`config.mk`:
```
export PLATFORM = sky130hd
export DESIGN_NAME = actuator_scheduler
export DESIGN_NICKNAME = d
export VERILOG_FILES = /design/src/rtl/actuator_scheduler.sv
export SDC_FILE = /design/constraint.sdc
export NUM_CORES = 1
export LEC_CHECK = 0
export ABC_CLOCK_PERIOD_IN_PS = 3590
export CELL_PAD_IN_SITES_DETAIL_PLACEMENT = 1
export CELL_PAD_IN_SITES_GLOBAL_PLACEMENT = 1
export CORE_MARGIN = 1
export CORE_UTILIZATION = 44
export CTS_CLUSTER_DIAMETER = 50
export DETAILED_ROUTE_END_ITERATION = 12
export PLACE_DENSITY_LB_ADDON = 0.1
export RECOVER_POWER = 50
export SYNTH_ARGS = -nofsm -noshare
export SYNTH_HDL_FRONTEND = slang
export SYNTH_SLANG_ARGS = --single-unit
```
`constraint.sdc`:
```
create_clock -name clock -period 3.59 [get_ports clock]
set_clock_uncertainty 0.1 [all_clocks]
set_input_delay 0.718 -clock clock [delete_from_list [all_inputs] [get_ports clock]]
set_output_delay 0.718 -clock clock [all_outputs]
set_load 0.005 [all_outputs]
```
`src/rtl/actuator_scheduler.sv`:
```
`default_nettype none
// ============================================================================
// Module      : actuator_scheduler
// Description : Round-robin scheduler granting one of four actuators at a
//               time. Each grant is held for DWELL_CYCLES cycles, followed by
//               GUARD_CYCLES dead cycles before the next arbitration.
// Revision    : 1.0 - initial release
// ============================================================================
module actuator_scheduler #(
    parameter int unsigned DWELL_CYCLES = 8,
    parameter int unsigned GUARD_CYCLES = 2
) (
    input  logic       clock,
    input  logic       reset_n,
    input  logic       enable,
    input  logic [3:0] req,
    output logic [1:0] sel,
    output logic       active,
    output logic [3:0] grant,
    output logic [3:0] done
);

    typedef enum logic [1:0] {
        ST_IDLE  = 2'd0,
        ST_GRANT = 2'd1,
        ST_GUARD = 2'd2
    } state_e;

    // Terminal counts; the shared counter restarts at zero on every state entry.
    localparam logic [7:0] DWELL_LAST = 8'(DWELL_CYCLES - 1);
    localparam logic [7:0] GUARD_LAST = 8'(GUARD_CYCLES - 1);

    state_e     state_q, state_d;
    logic [1:0] sel_q,   sel_d;
    logic [1:0] last_q,  last_d;
    logic [7:0] cnt_q,   cnt_d;
    logic       active_q, active_d;
    logic [3:0] grant_q,  grant_d;
    logic [3:0] done_q,   done_d;
    // Low for the first edge after reset release so no grant can be issued
    // on that edge.
    logic       armed_q;

    logic [1:0] pick_idx;
    logic       pick_valid;

    // Round-robin search: last+1, last+2, last+3, then last itself.
    always_comb begin
        logic [1:0] cand;
        pick_idx   = last_q;
        pick_valid = 1'b0;
        cand       = last_q;
        for (int k = 4; k >= 1; k--) begin
            cand = last_q + 2'(k);
            if (req[cand]) begin
                pick_idx   = cand;
                pick_valid = 1'b1;
            end
        end
    end

    // Next-state and registered-output decode.
    always_comb begin
        state_d = state_q;
        sel_d   = sel_q;
        last_d  = last_q;
        cnt_d   = cnt_q;
        done_d  = 4'b0000;
        case (state_q)
            ST_IDLE: begin
                if (enable && armed_q && pick_valid) begin
                    state_d = ST_GRANT;
                    sel_d   = pick_idx;
                    last_d  = pick_idx;
                    cnt_d   = 8'd0;
                end
            end
            ST_GRANT: begin
                if (!enable || !req[sel_q]) begin
                    // Abort: requester withdrew or arbitration disabled.
                    state_d = ST_GUARD;
                    cnt_d   = 8'd0;
                end else if (cnt_q == DWELL_LAST) begin
                    state_d = ST_GUARD;
                    cnt_d   = 8'd0;
                    done_d  = 4'b0001 << sel_q;
                end else begin
                    cnt_d = cnt_q + 8'd1;
                end
            end
            ST_GUARD: begin
                if (cnt_q == GUARD_LAST) begin
                    state_d = ST_IDLE;
                    cnt_d   = 8'd0;
                end else begin
                    cnt_d = cnt_q + 8'd1;
                end
            end
            default: begin
                state_d = ST_IDLE;
                cnt_d   = 8'd0;
            end
        endcase
        active_d = (state_d == ST_GRANT);
        grant_d  = active_d ? (4'b0001 << sel_d) : 4'b0000;
    end

    // State and output registers with asynchronous active-low reset.
    always_ff @(posedge clock or negedge reset_n) begin
        if (!reset_n) begin
            state_q  <= ST_IDLE;
            sel_q    <= 2'b11;
            last_q   <= 2'b11;
            cnt_q    <= 8'd0;
            active_q <= 1'b0;
            grant_q  <= 4'b0000;
            done_q   <= 4'b0000;
            armed_q  <= 1'b0;
        end else begin
            state_q  <= state_d;
            sel_q    <= sel_d;
            last_q   <= last_d;
            cnt_q    <= cnt_d;
            active_q <= active_d;
            grant_q  <= grant_d;
            done_q   <= done_d;
            armed_q  <= 1'b1;
        end
    end

    assign sel    = sel_q;
    assign active = active_q;
    assign grant  = grant_q;
    assign done   = done_q;

endmodule
`default_nettype wire
```
# Word level (Yosys, flattened, before mapping)
# Index checks and enable logic that the tools add are counted.
# totals
input_bits,7
output_inout_bits,11
wordCells,65
ff_bits,24
# op_classes
n_eq_ne,6
n_reduce_logical,7
magnitude_cmp,5
addsub,4
n_mux,33
shifts,2
# op_table
cell,count
8-bit 2-to-1 mux,4
8-bit one-hot mux with 3 select lines,1
2-bit 2-to-1 mux,9
4-bit 2-to-1 mux,4
"2-bit by 3-bit < comparator with 1-bit output, second input constant",5
1-bit binary-select mux with 2-bit select,5
1-bit 2-to-1 mux,9
"8-bit by 1-bit adder with 8-bit output, second input constant",1
"8-bit by 1-bit == test with 1-bit output, second input constant",1
"8-bit by 3-bit == test with 1-bit output, second input constant",1
"1-bit by 2-bit << shifter with 4-bit output, first input constant",2
2-bit one-hot mux with 3 select lines,1
"2-bit adder, second input constant",2
"2-bit by 1-bit == test with 1-bit output, second input constant",2
"2-bit by 1-bit adder with 2-bit output, second input constant",1
"2-bit == test, second input constant",1
1-bit logical AND,2
1-bit zero test,2
2-bit zero test,1
"2-bit inequality test, second input constant",1
2-bit AND reduction,1
1-bit logical OR,1

# Depth between registers and ports, before layout
# logic_depth
word_depth,11
mapped_depth,8
depth_no_buf,7

# Worst setup path before layout
# OpenSTA, ideal clock, no wires.
# synth_timing
path_kind,input-to-reg
start,input req[1]
end,"register grant_q[3], in the netlist grant[3]"
setup_slack_ps,1302
arrival_time_ps,2068
path_buffers,0
cell_stages,5
path_cell_list,or4_1 > a31oi_1 > nor3_1 > o2111ai_2 > and3b_1
# synth_between
elab_chain_len,11
# synth_rtl
element,line,rtl
from (decl),16,"input logic [3:0] req,"
1-bit binary-select mux with 2-bit select,55,if (req[cand]) begin
1-bit 2-to-1 mux (implied by the code),55,
1-bit 2-to-1 mux (4 in a row),55,
1-bit logical AND,71,if (enable && armed_q && pick_valid) begin
2-bit 2-to-1 mux,71,
2-bit one-hot mux with 3 select lines or 2-bit 2-to-1 mux (tied branches),69,case (state_q)
2-bit by 1-bit == test with 1-bit output or 1-bit by 2-bit << shifter with 4-bit output (tied branches),"104, 105",
4-bit 2-to-1 mux *,105,grant_d = active_d ? (4'b0001 << sel_d) : 4'b0000;
named net grant_d[3],38,"logic [3:0] grant_q, grant_d;"
to (signal assigned),125,grant_q <= grant_d;
to (decl),38,
# The timed path passes the listed nets; every way through them passes the cells marked *. The select of a mux whose other input is x is not followed.
# A chain may end at the register's enable or synchronous reset.

# Worst setup path in the final report
# layout_timing
start,input req[3]
end,"register grant_q[1], in the netlist grant[1]"
# layout_between
elab_chain_len,11
# layout_rtl
element,line,rtl
1-bit binary-select mux with 2-bit select,55,
1-bit 2-to-1 mux (implied by the code),55,
1-bit 2-to-1 mux (4 in a row),55,
1-bit logical AND,71,
2-bit 2-to-1 mux *,71,
2-bit 2-to-1 mux *,69,
named net sel_d[0],34,"logic [1:0] sel_q, sel_d;"
1-bit by 2-bit << shifter with 4-bit output *,105,
4-bit 2-to-1 mux *,105,
named net grant_d[1],38,
# Marks and branches as above.

==> out/metrics.yaml <==
grt_max_degree: 23
avgSynthCellArea_sq_um: 10.3
setup.worst_path.class: "in -> reg"
finalWirelength_um: 2860
routabilityCongestion: 0.889
crit_slowest_cell: "dlygate4sd3_1"
grt_use_total_pct: 21.1
synth_nets: 135
cts_resized: 0
start_util_pct: 46.0
maxCapViolCount: 0
final_util_pct: 55.1
cts_tree: "done"
ys.flop_type: "dfrtp_1"
fin_crit_ns: 2.65
synth.distinct_cells: 44
start_kind: "input port"
die_w_um: 55.5
clk_latency_ns: 0.32
clk_pin_slew_worst_paths_ns: 0.13
cp_cell_sequence: "dlygate4sd3_1 -> or4_1 -> and4_1 -> a31oi_1 -> nor3b_1"
p_int_uw: 563
place_ws_ns: 0.727
grt_antenna_before_repair: 0
drtAntennaViolNets: 0
fin_area_sq_um: 1510
power.density_nw_per_um2: 591
nFillCells: 312
fin_crit_sh_pct: 73.8
p_seq_share_pct: 45.0
clockPowerShare_pct: 16.4
grt_pass1_wl_um: 5040
drt_iter0_drc: 14
ctsHoldBuffers: 0
area_delta_synth_final_pct: 19.6
crit_family: "simple AND/OR/NAND/NOR gates"
wire_per_inst_um: 16.4
clock_sinks: 24
die_h_um: 55.5
dr.pass1.iters: 4
whs_ns: 0.448
synth_edf_count: 0
instances_no_fill: 174
finalHoldViolCount: 0
grt-ovfl-total: 0
status: "finished, final reports clean"
rows: 19
p_comb_share_pct: 38.6
synth-seq-cells: 24
crit_path_max_incr_delay_ns: 0.62
p_leak_nw: 0.673
vias_per_cell: 5.71
vias: 993
setup_ws_ns: 0.940
min_path_type: "reg -> reg"
async_flop_share_pct: 100
mostFrequentLayoutCell: "dfrtp_1"
dieArea_sq_um: 3080
fin_tns_setup_ns: 0
place_hpwl_um: 2180
drive_above_1_share_pct: 11.2
finalMaxSlewViolations: 0
final_cell_mix: "dfrtp_1, nand2_1, clkdlybuf4s50_1"
rsz0062_at_grt: "no"
dpl.cell_count: 170
n_antenna_cell: 0
cts_root_buf: "clkbuf_4"
crit_required_ns: 3.71
worstPathMaxFanout: 6
grt_pass1_vias: 1126
num_io_pins: 18
setup_viol: 0
relSlewSlack_pct: 32.0
crit_buf_inv: 1
syn_inst: 122
yosysWarnings: 0
worst-endpoint-arrival_ns: 2.77
design.core.area_sq_um: 2730
cp-end-kind: "flop"
p_sw_share_pct: 36.7
htreeDepth: 1
ys_seq_area_share_pct: 48.1
cts_buffers: 3
fmax_mhz: 377
clk_path_buf_depth: 2
dpl_cell_area_sq_um: 1470
drc: 0
worstMarginPinSlew_ns: 1.02
ir_worst_vdd_v: 0.000403
io_buffers: 17
power_uw: 890
postCtsSetupRepairBufs: 0
syn_area_sq_um: 1260
fin_nets: 157
p_sw_uw: 327
[registers in the layout, summed over array words and instances, names as in the netlist]
name and flops:
active 1, state_q 2, cnt_q 8, last_q 2, armed_q 1, sel 2
done 4, grant 4
[layer usage]
layer	up-vias	GRT usage, %	routed length (um)
met5	-	0	0
met4	0	8.57	53
met3	6	3.51	61
met2	16	37.7	1460
met1	493	24.9	1280
li1	478	-	-
[power by group through the flow]
stage	clock, mW	combinational (mW)	sequential, mW
2_1_floorplan	0	0.227	0.384
3_3_place_gp	0	0.333	0.402
3_5_place_dp	0	0.348	0.408
4_1_cts	0.155	0.351	0.404
5_1_grt	0.164	0.383	0.412
6_report	0.146	0.343	0.401
[cell type report]
class | count | area, sq um | area share, %
Clock buffer | 4 | 36.3 | 2.41
Inverter | 8 | 30.0 | 2.00
Multi-Input combinational cell | 88 | 613 | 40.7
Sequential cell | 24 | 606 | 40.2
Tap cell | 31 | 38.8 | 2.58
Timing Repair Buffer | 19 | 181 | 12.1
[worst min-delay path, stage by stage (launching register included)]
cell and delay (ns):
dfstp_2 0.41, o21ai_0 0.07, o21ai_0 0.08
[final timing paths]
path                                 from        end  slack (ns)  cells after the start
worst max-delay path               req[3]   grant[1]        0.94                      5
min in group asynchronous         reset_n    done[2]        0.89                      1
worst min register to register  last_q[0]  last_q[0]        0.45                      2
max in group asynchronous         reset_n     sel[0]        1.77                      2
worst min-delay path            last_q[0]  last_q[0]        0.45                      2
worst max register to register   cnt_q[3]   grant[3]        1.27                      5
[cells by family (layout without fill, tap and decap cells)]
family	after synthesis	after routing	synth area share [%]
AOI/OAI and AO/OA	23	23	13.5
xor gates and xnor gates	5	5	3.48
adders and majority gates	6	6	5.96
buffers and inverters	10	31	3.18
DFF	24	24	48.1
muxes	3	3	2.49
other	1	1	0.298
and+or+nand+nor	50	50	23.0
[cells in the mapped netlist, drive strengths merged, types with 2 or more instances]
| cell type | count | area (sq um) |
|---|---|---|
| xnor2 | 5 | 43.8 |
| a21o | 3 | 23.8 |
| o21ai | 3 | 15.0 |
| or4 | 2 | 18.8 |
| mux2i | 2 | 20.0 |
| nand2 | 11 | 41.3 |
| nand2b | 2 | 12.5 |
| a21oi | 3 | 15.0 |
| nor2 | 8 | 30.0 |
| dfstp | 4 | 105 |
| nand3 | 3 | 15.0 |
| and4 | 2 | 17.5 |
| nor3 | 6 | 30.0 |
| inv | 8 | 30.0 |
| buf | 2 | 10.0 |
| a31oi | 3 | 18.8 |
| dfrtp | 20 | 500 |
| ha | 6 | 75.1 |
| nor3b | 6 | 45.0 |
Power figures use the tool's default switching activity.
